`config.mk`:
```
export PLATFORM = sky130hd
export DESIGN_NAME = alu_arbiter
export DESIGN_NICKNAME = d
export VERILOG_FILES = /design/src/rtl/alu_pkg.sv /design/src/rtl/alu_arbiter_rr.sv /design/src/rtl/alu_arbiter.sv
export SDC_FILE = /design/constraint.sdc
export NUM_CORES = 1
export LEC_CHECK = 0
export CAP_MARGIN = 0
export CELL_PAD_IN_SITES_DETAIL_PLACEMENT = 2
export CELL_PAD_IN_SITES_GLOBAL_PLACEMENT = 2
export CORE_AREA = 2 2 117 119
export CTS_CLUSTER_DIAMETER = 100
export DETAILED_ROUTE_END_ITERATION = 7
export DIE_AREA = 0 0 119 121
export DONT_BUFFER_PORTS = 1
export PLACE_DENSITY_LB_ADDON = 0.1
export SLEW_MARGIN = 25
export SYNTH_ARGS = -nofsm -noshare
export SYNTH_HDL_FRONTEND = slang
export SYNTH_SLANG_ARGS = --single-unit
```
`constraint.sdc`:
```
create_clock -name clk -period 2.4 [get_ports clk]
set_input_delay 0.6 -clock clk [delete_from_list [all_inputs] [get_ports clk]]
set_output_delay 0.6 -clock clk [all_outputs]
set_load 0.01 [all_outputs]
```
`src/rtl/alu_pkg.sv`:
```
// Shared ALU definitions: op encodings, flag bit positions and slot state.
package alu_pkg;

  typedef enum logic [3:0] {
    ALU_ADD = 4'h0,
    ALU_SUB = 4'h1,
    ALU_AND = 4'h2,
    ALU_OR  = 4'h3,
    ALU_XOR = 4'h4,
    ALU_SLT = 4'h5,
    ALU_SLL = 4'h6,
    ALU_SRL = 4'h7,
    ALU_SRA = 4'h8
  } alu_op_t;

  localparam logic [3:0] ALU_OP_MAX = 4'h8;

  localparam int FLAG_V = 3;
  localparam int FLAG_C = 2;
  localparam int FLAG_N = 1;
  localparam int FLAG_Z = 0;

  typedef enum logic {
    SLOT_EMPTY = 1'b0,
    SLOT_FULL  = 1'b1
  } slot_state_t;

  function automatic logic is_illegal_op(input logic [3:0] op);
    return op > ALU_OP_MAX;
  endfunction

endpackage

```
`src/rtl/alu_arbiter_rr.sv`:
```
// Round-robin grant: first asserted request at or above ptr, with wrap-around.
module rr_arbiter #(
  parameter int NUM_REQ = 2,
  parameter int PTR_W   = (NUM_REQ > 1) ? $clog2(NUM_REQ) : 1
) (
  input  logic [NUM_REQ-1:0] req,
  input  logic [PTR_W-1:0]   ptr,
  output logic [NUM_REQ-1:0] grant
);

  logic found;

  // NOTE: every always_comb output gets a default first so no path can infer a latch.
  always_comb begin
    grant = '0;
    found = 1'b0;
    // Outer loop walks priority ranks; inner loop finds the requester at that rank.
    for (int k = 0; k < NUM_REQ; k++) begin
      for (int j = 0; j < NUM_REQ; j++) begin
        if (!found && req[j] && (j == (int'(ptr) + k) % NUM_REQ)) begin
          grant[j] = 1'b1;
          found    = 1'b1;
        end
      end
    end
  end

endmodule

```
`src/rtl/alu_arbiter.sv`:
```
// Shares one combinational ALU between NUM_REQ requesters with a registered response slot.
// Optional ALU_ARB_LOCK_EN adds req_lock to keep priority on a winner across back-to-back ops.
module alu_arbiter
  import alu_pkg::*;
#(
  parameter int NUM_REQ = 2,
  parameter int TAG_W   = 4
) (
  input  logic                            clk,
  input  logic                            reset_n,
  input  logic [NUM_REQ-1:0]              req_valid,
  output logic [NUM_REQ-1:0]              req_ready,
  input  logic [NUM_REQ-1:0][31:0]        req_a,
  input  logic [NUM_REQ-1:0][31:0]        req_b,
  input  logic [NUM_REQ-1:0][3:0]         req_op,
  input  logic [NUM_REQ-1:0][TAG_W-1:0]   req_tag,
`ifdef ALU_ARB_LOCK_EN
  input  logic [NUM_REQ-1:0]              req_lock,
`endif
  output logic [NUM_REQ-1:0]              rsp_valid,
  input  logic [NUM_REQ-1:0]              rsp_ready,
  output logic [31:0]                     rsp_result,
  output logic [3:0]                      rsp_flags,
  output logic [TAG_W-1:0]                rsp_tag,
  output logic                            rsp_err,
  output logic [31:0]                     alu_a,
  output logic [31:0]                     alu_b,
  output logic [3:0]                      alu_control,
  input  logic [31:0]                     alu_result,
  input  logic [3:0]                      alu_flags
);

  localparam int PTR_W = (NUM_REQ > 1) ? $clog2(NUM_REQ) : 1;

  slot_state_t        state_q, state_d;
  logic [PTR_W-1:0]   owner_q;
  logic [PTR_W-1:0]   ptr_q, ptr_d;
  logic [NUM_REQ-1:0] grant;
  logic [PTR_W-1:0]   winner;
  logic               can_accept;
  logic               any_grant;
  logic               illegal;

  rr_arbiter #(.NUM_REQ(NUM_REQ), .PTR_W(PTR_W)) u_rr (
    .req   (req_valid),
    .ptr   (ptr_q),
    .grant (grant)
  );

  // A full slot may be drained and refilled in the same cycle.
  assign can_accept = (state_q == SLOT_EMPTY) || rsp_ready[owner_q];
  assign req_ready  = can_accept ? grant : '0;
  assign any_grant  = |req_ready;

  always_comb begin
    winner = '0;
    for (int i = 0; i < NUM_REQ; i++) begin
      if (grant[i]) winner = PTR_W'(i);
    end
  end

  assign illegal     = is_illegal_op(req_op[winner]);
  assign alu_a       = any_grant ? req_a[winner] : '0;
  assign alu_b       = any_grant ? req_b[winner] : '0;
  assign alu_control = (any_grant && !illegal) ? req_op[winner] : 4'b0000;

  always_comb begin
    state_d = state_q;
    ptr_d   = ptr_q;
    if (any_grant) begin
      state_d = SLOT_FULL;
      ptr_d   = (winner == PTR_W'(NUM_REQ - 1)) ? '0 : winner + PTR_W'(1);
`ifdef ALU_ARB_LOCK_EN
      // Locked winner keeps top priority; a grant without lock, or the winner
      // dropping req_valid, lets the search move on naturally.
      if (req_lock[winner]) ptr_d = winner;
`endif
    end else if ((state_q == SLOT_FULL) && rsp_ready[owner_q]) begin
      state_d = SLOT_EMPTY;
    end
  end

  always_comb begin
    rsp_valid = '0;
    if (state_q == SLOT_FULL) rsp_valid[owner_q] = 1'b1;
  end

  // NOTE: sequential state uses non-blocking assignments so all registers update together.
  always_ff @(posedge clk or negedge reset_n) begin
    if (!reset_n) begin
      state_q    <= SLOT_EMPTY;
      owner_q    <= '0;
      ptr_q      <= '0;
      rsp_result <= '0;
      rsp_flags  <= '0;
      rsp_tag    <= '0;
      rsp_err    <= 1'b0;
    end else begin
      state_q <= state_d;
      ptr_q   <= ptr_d;
      if (any_grant) begin
        owner_q    <= winner;
        rsp_tag    <= req_tag[winner];
        rsp_err    <= illegal;
        rsp_result <= illegal ? 32'd0 : alu_result;
        rsp_flags  <= illegal ? 4'd0 : alu_flags;
      end
    end
  end

endmodule

```
After elaboration in Yosys (flattened, before gate mapping)
Index checks and enable logic that the tools add are counted.
- flip-flop bits (word level): 44
- latch bits: 0
- memory bits (writable): 0
- bits in read-only memories: 0
- input port bits: 186
- logic and storage cells: 64
- memories: 0
- add/subtract/negate cells: 2
- multiply operators: 0
- div/mod/pow operators: 0
- order comparisons: 4
- equality and inequality tests: 1
- shift-type cells: 0
- multiplexer cells: 29
- bitwise logic cells: 2
- reductions and logical operators: 19
- operators by type and width (kind ; count):
    32-bit 2-to-1 mux ; 7
    32-bit zero test ; 2
    4-bit 2-to-1 mux ; 6
    1-bit 2-to-1 mux ; 13
    1-bit logical AND ; 10
    4-bit > comparator (second input constant) ; 1
    1-bit zero test ; 4
    1-bit by 2-bit < comparator with 1-bit output (second input constant) ; 2
    2-bit 2-to-1 mux ; 2
    1-bit adder (second input constant) ; 2
    2-bit equality test (first input constant) ; 1
    2-bit nonzero test ; 1
    2-bit OR reduction ; 1
    1-bit bitwise AND (first input constant) ; 1
    1-bit demux with 1-bit select ; 1
    1-bit >= comparator (second input constant) ; 1
    1-bit logical OR ; 1
    1-bit inverter ; 1

Logic depth before layout (Yosys ltp)
- depth in word-level cells: 22
- gate-level depth with buffers: 6
- depth with buffers taken out: 4

Hierarchy
From an unflattened synthesis, not the netlist that was laid out.
- cell total of the unflattened synthesis: 251
- area, all modules: 2763.9 um2
- modules (own cells, without submodules) (module ; instances ; cells each ; area an instance (um2) ; seq. area each (um2)):
    alu_arbiter ; 1 ; 248 ; 2745.1 ; 1101.1
    rr_arbiter ; 1 ; 3 ; 18.8 ; 0.0

Worst setup path before layout
OpenSTA, ideal clock, no wires.
- path type: in2out
- start: input req_op[0] in the netlist's numbering
- end: output alu_control[0]
- data arrival time: 1.770 ns
- required time: 1.800 ns
- path slack: 0.030 ns
- stages on the path: 4
- buffers on the path: 1
- cells stage by stage: or3_1 a311oi_4 buf_6 and2b_1
- longest elaborated chain between the ends: 6
- ends and longest elaborated chain (what ; RTL line ; source):
    start, declared ; alu_arbiter.sv:15 ; input logic [NUM_REQ-1:0][3:0] req_op,
    4-bit 2-to-1 mux (implied by the code) (*) (2 in a row) ; alu_arbiter.sv:62, alu_arbiter.sv:65 ;
    4-bit > comparator ; alu_pkg.sv:29 ; return op > ALU_OP_MAX;
    1-bit zero test ; alu_arbiter.sv:65 ; assign alu_control = (any_grant && !illegal) ? req_op[winner] : 4'b0000;
    1-bit logical AND ; alu_arbiter.sv:65 ;
    4-bit 2-to-1 mux (*) ; alu_arbiter.sv:65 ;
    end, declared ; alu_arbiter.sv:28 ; output logic [3:0] alu_control,
Mark *: on every way between the ends. The rest lies on a longest branch, timed or not. The select of a mux whose other input is x is not followed.

Worst setup path after layout
- start: register owner_q
- end: output alu_a[27]
- longest elaborated chain between the ends: 6
- ends and longest elaborated chain (what ; RTL line ; source):
    start, declared ; alu_arbiter.sv:36 ; logic [PTR_W-1:0] owner_q;
    start signal, assigned ; alu_arbiter.sv:102 ; owner_q <= winner;
    1-bit 2-to-1 mux (implied by the code) (2 in a row) ; alu_arbiter.sv:51 ; assign can_accept = (state_q == SLOT_EMPTY) || rsp_ready[owner_q];
    1-bit logical OR ; alu_arbiter.sv:51 ;
    2-bit 2-to-1 mux ; alu_arbiter.sv:52 ; assign req_ready = can_accept ? grant : '0;
    2-bit OR reduction ; alu_arbiter.sv:53 ; assign any_grant = |req_ready;
    32-bit 2-to-1 mux ; alu_arbiter.sv:63 ; assign alu_a = any_grant ? req_a[winner] : '0;
    end, declared ; alu_arbiter.sv:26 ; output logic [31:0] alu_a,
Every way passes these cells. The select of a mux whose other input is x is not followed.

==> out/metrics.csv <==
metric,value,unit
status,"finished, violations left",
violated checks,negative setup slack,
IO Pins,299,
antenna diode count,0,
"FFs w/ async S/R, synth",100,%
post-synthesis sequential area ratio,45.7,%
crit path from,owner_q,
syn nets,394,
Hold Fails Final Rpt,0,
DIE WIDTH,119,um
"Net count, final",411,
Global Route Usage Sum,12.1,%
crit path max fanout,27,
worst stage delay on the critical path,0.42,ns
vias in the first global route,2158,
Netlist cell types,23,
routability cong.,0.751,
Worst Tran Pin Value,0.486,ns
antenna violations before repair,0,
"count leader, synth",a22o_1,
"Clk Latency, worst-skew pair",0.28,ns
largest family of logic cells by synthesized area,compound AO/OA/AOI/OAI gates,
Sink Count,44,
critical-path cell list,mux2i_4 > a211oi_4 > buf_4 > buf_12 > a22o_4,
min cycle time layout,2.41,ns
crit end category,primary output,
ys flop type,dfrtp_1,
FF-to-FF setup slack,0.39,ns
Area after DPL,2660,um2
dpl cells,373,
share of cells above drive strength 1,50.0,%
reg2reg end,rsp_result[20],
critical path's top delay family,flip-flops,
chip height,121,um
Post-Synth XOR/XNOR Area,0,%
Post-Layout Inst Area,3710,um2
Netlist Area Pre-Place,2410,um2
effective utilization at floorplan,18.4,%
number of synthesized flops with an enable pin,0,
CTS tree,done,
reg2reg path depth,7,
clk root buf,clkbuf_16,
Longest Clk Path Bufs,2,
dpl ws,-0.195,ns
I/O Buffers,0,
total gr overflow,0,
pwr/cell area,1170,nW/um2
clock-pin slew on the worst setup and hold paths,0.07,ns
Final Skew,0.00599,ns
Synth Area in Simple Gates,3.58,%
Area Growth Syn to Fin,54.2,%
hold slack final,0.142,ns
Slew HR,67.5,%
Synthesis Warnings,0,
DP HPWL,7.42,mm
Seq cells post-synth,44,
drt wl/cell,26.7,um
total CTS buffers,5,
proportion of synthesized area in mux cells,3.32,%
Routed Antenna Nets,0,
Core Box Area,13100,um2
Setup Viol. Count Final,30,
first-pass GRT wire length,13.6,mm
DRC viols,0,
Startpoint Class,register,
synth cell count leaders,"a22o_1 (101), dfrtp_1 (44), clkbuf_1 (12)",
largest net degree at the start of global routing,46,
Routed WL,10.8,mm
Max rail drop VDD,265,uV
Area contributors post-synth,"dfrtp_1 (46%), a22o_1 (37%), mux2i_1 (3.3%), buf_6 (2.3%), clkbuf_1 (1.9%)",
post-synthesis adder-cell area fraction,0,%
fin crit share,101,%
crit path buf inv count,2,
Maximum Capacitance Violations,0,
"Avg Cell Area, Syn",11.6,um2
Synth Area in Compound Gates,41.2,%
total negative setup slack,-0.265,ns
DR vias/cell,5.23,
largest area contributor in the netlist,dfrtp_1,
1st-iter DRT viols,57,
LEAKAGE,0.00172,uW
fin cells,402,
WS Path Type,register to primary output,
post-synth top area share,45.7,%
H-tree depth,2,
cell count after synthesis,208,
Die Area,14400,um2
vias,2103,
Critical R2R Launch,owner_q,
Hold/Removal Path Class,input pin to asynchronous set/reset pin,
Critical Path AT,1.81,ns
TritonRoute pass-1 iters,4,
RSZ-0062 raised after global routing,true,
Worst path slowest cell,dfrtp_1,
CP required,1.80,ns
Std-Cell Rows,42,
Max Fclk,0.414,GHz
Final Slew Violations,0,
final worst setup slack,-0.0149,ns
## power by group
group,internal [uW],switching (uW)
clock,495,305
sequential,1040,396
combinational,1110,1010
total,2650,1710
## cell usage in the layout (no fill, tap or decap), types with 2 or more instances in the layout
cell type,count
and2b_1,2
nor2_1,2
and2b_2,2
buf_6,6
o21ai_0,3
nand2_1,5
dlygate4sd3_1,2
mux2i_1,7
a22o_1,36
buf_4,14
inv_1,5
dfrtp_1,43
a22o_4,65
clkbuf_16,10
buf_12,5
## logic make-up after synthesis
family / after synthesis
DFF: 44
and+or+nand+nor: 16
buffers and inverters: 28
AOI/OAI and AO/OA: 112
muxes: 8
## registers in the layout, indices dropped and copies added, names as in the netlist
name,flops
rsp_result,32
rsp_flags,4
owner_q,1
rsp_err,1
rsp_tag,4
state_q,1
ptr_q,1
## metrics by stage
step	power, uW	util (%)
6_report	4360	28.4
5_1_grt	4600	28.4
4_1_cts	3810	22.6
2_1_floorplan	2490	-
3_5_place_dp	2880	20.3
3_3_place_gp	2830	20.3
## layer usage
layer / wire length (um) / global-route usage, %
met4: 133 / 2.46
met3: 851 / 3.10
met5: 0 / 0
met1: 3910 / 14.2
met2: 5850 / 22.4
## what timing repair did
| item | CTS | global route |
|---|---|---|
| endpoints found under the hold margin | 32 | 11 |
| gates resized for setup | 6 | 72 |
| pin swaps | 4 | 52 |
| endpoints found under the setup margin | 70 | 68 |
| hold buffers | 2 | 1 |
| buffers inserted | 9 | 2 |
| gates cloned | 0 | 7 |
## layout make-up
type                       instances  area (um2)
clock inverter                     3        46.3
timing repair buffer              33         433
fill                            1353        9370
inverter                           5        18.8
multi-input combinational        136        1770
clock buffer                       5         125
sequential                        44        1100
tap                              176         220
## worst max-delay path by stage
stage	end	cells past startpoint
4_1_cts	alu_control[3]	4
6_report	alu_a[27]	5
5_1_grt	alu_a[11]	5
3_3_place_gp	alu_a[27]	4
3_5_place_dp	alu_a[2]	4
2_1_floorplan	alu_control[0]	4
No activity file was read; power rests on OpenSTA's default activity.
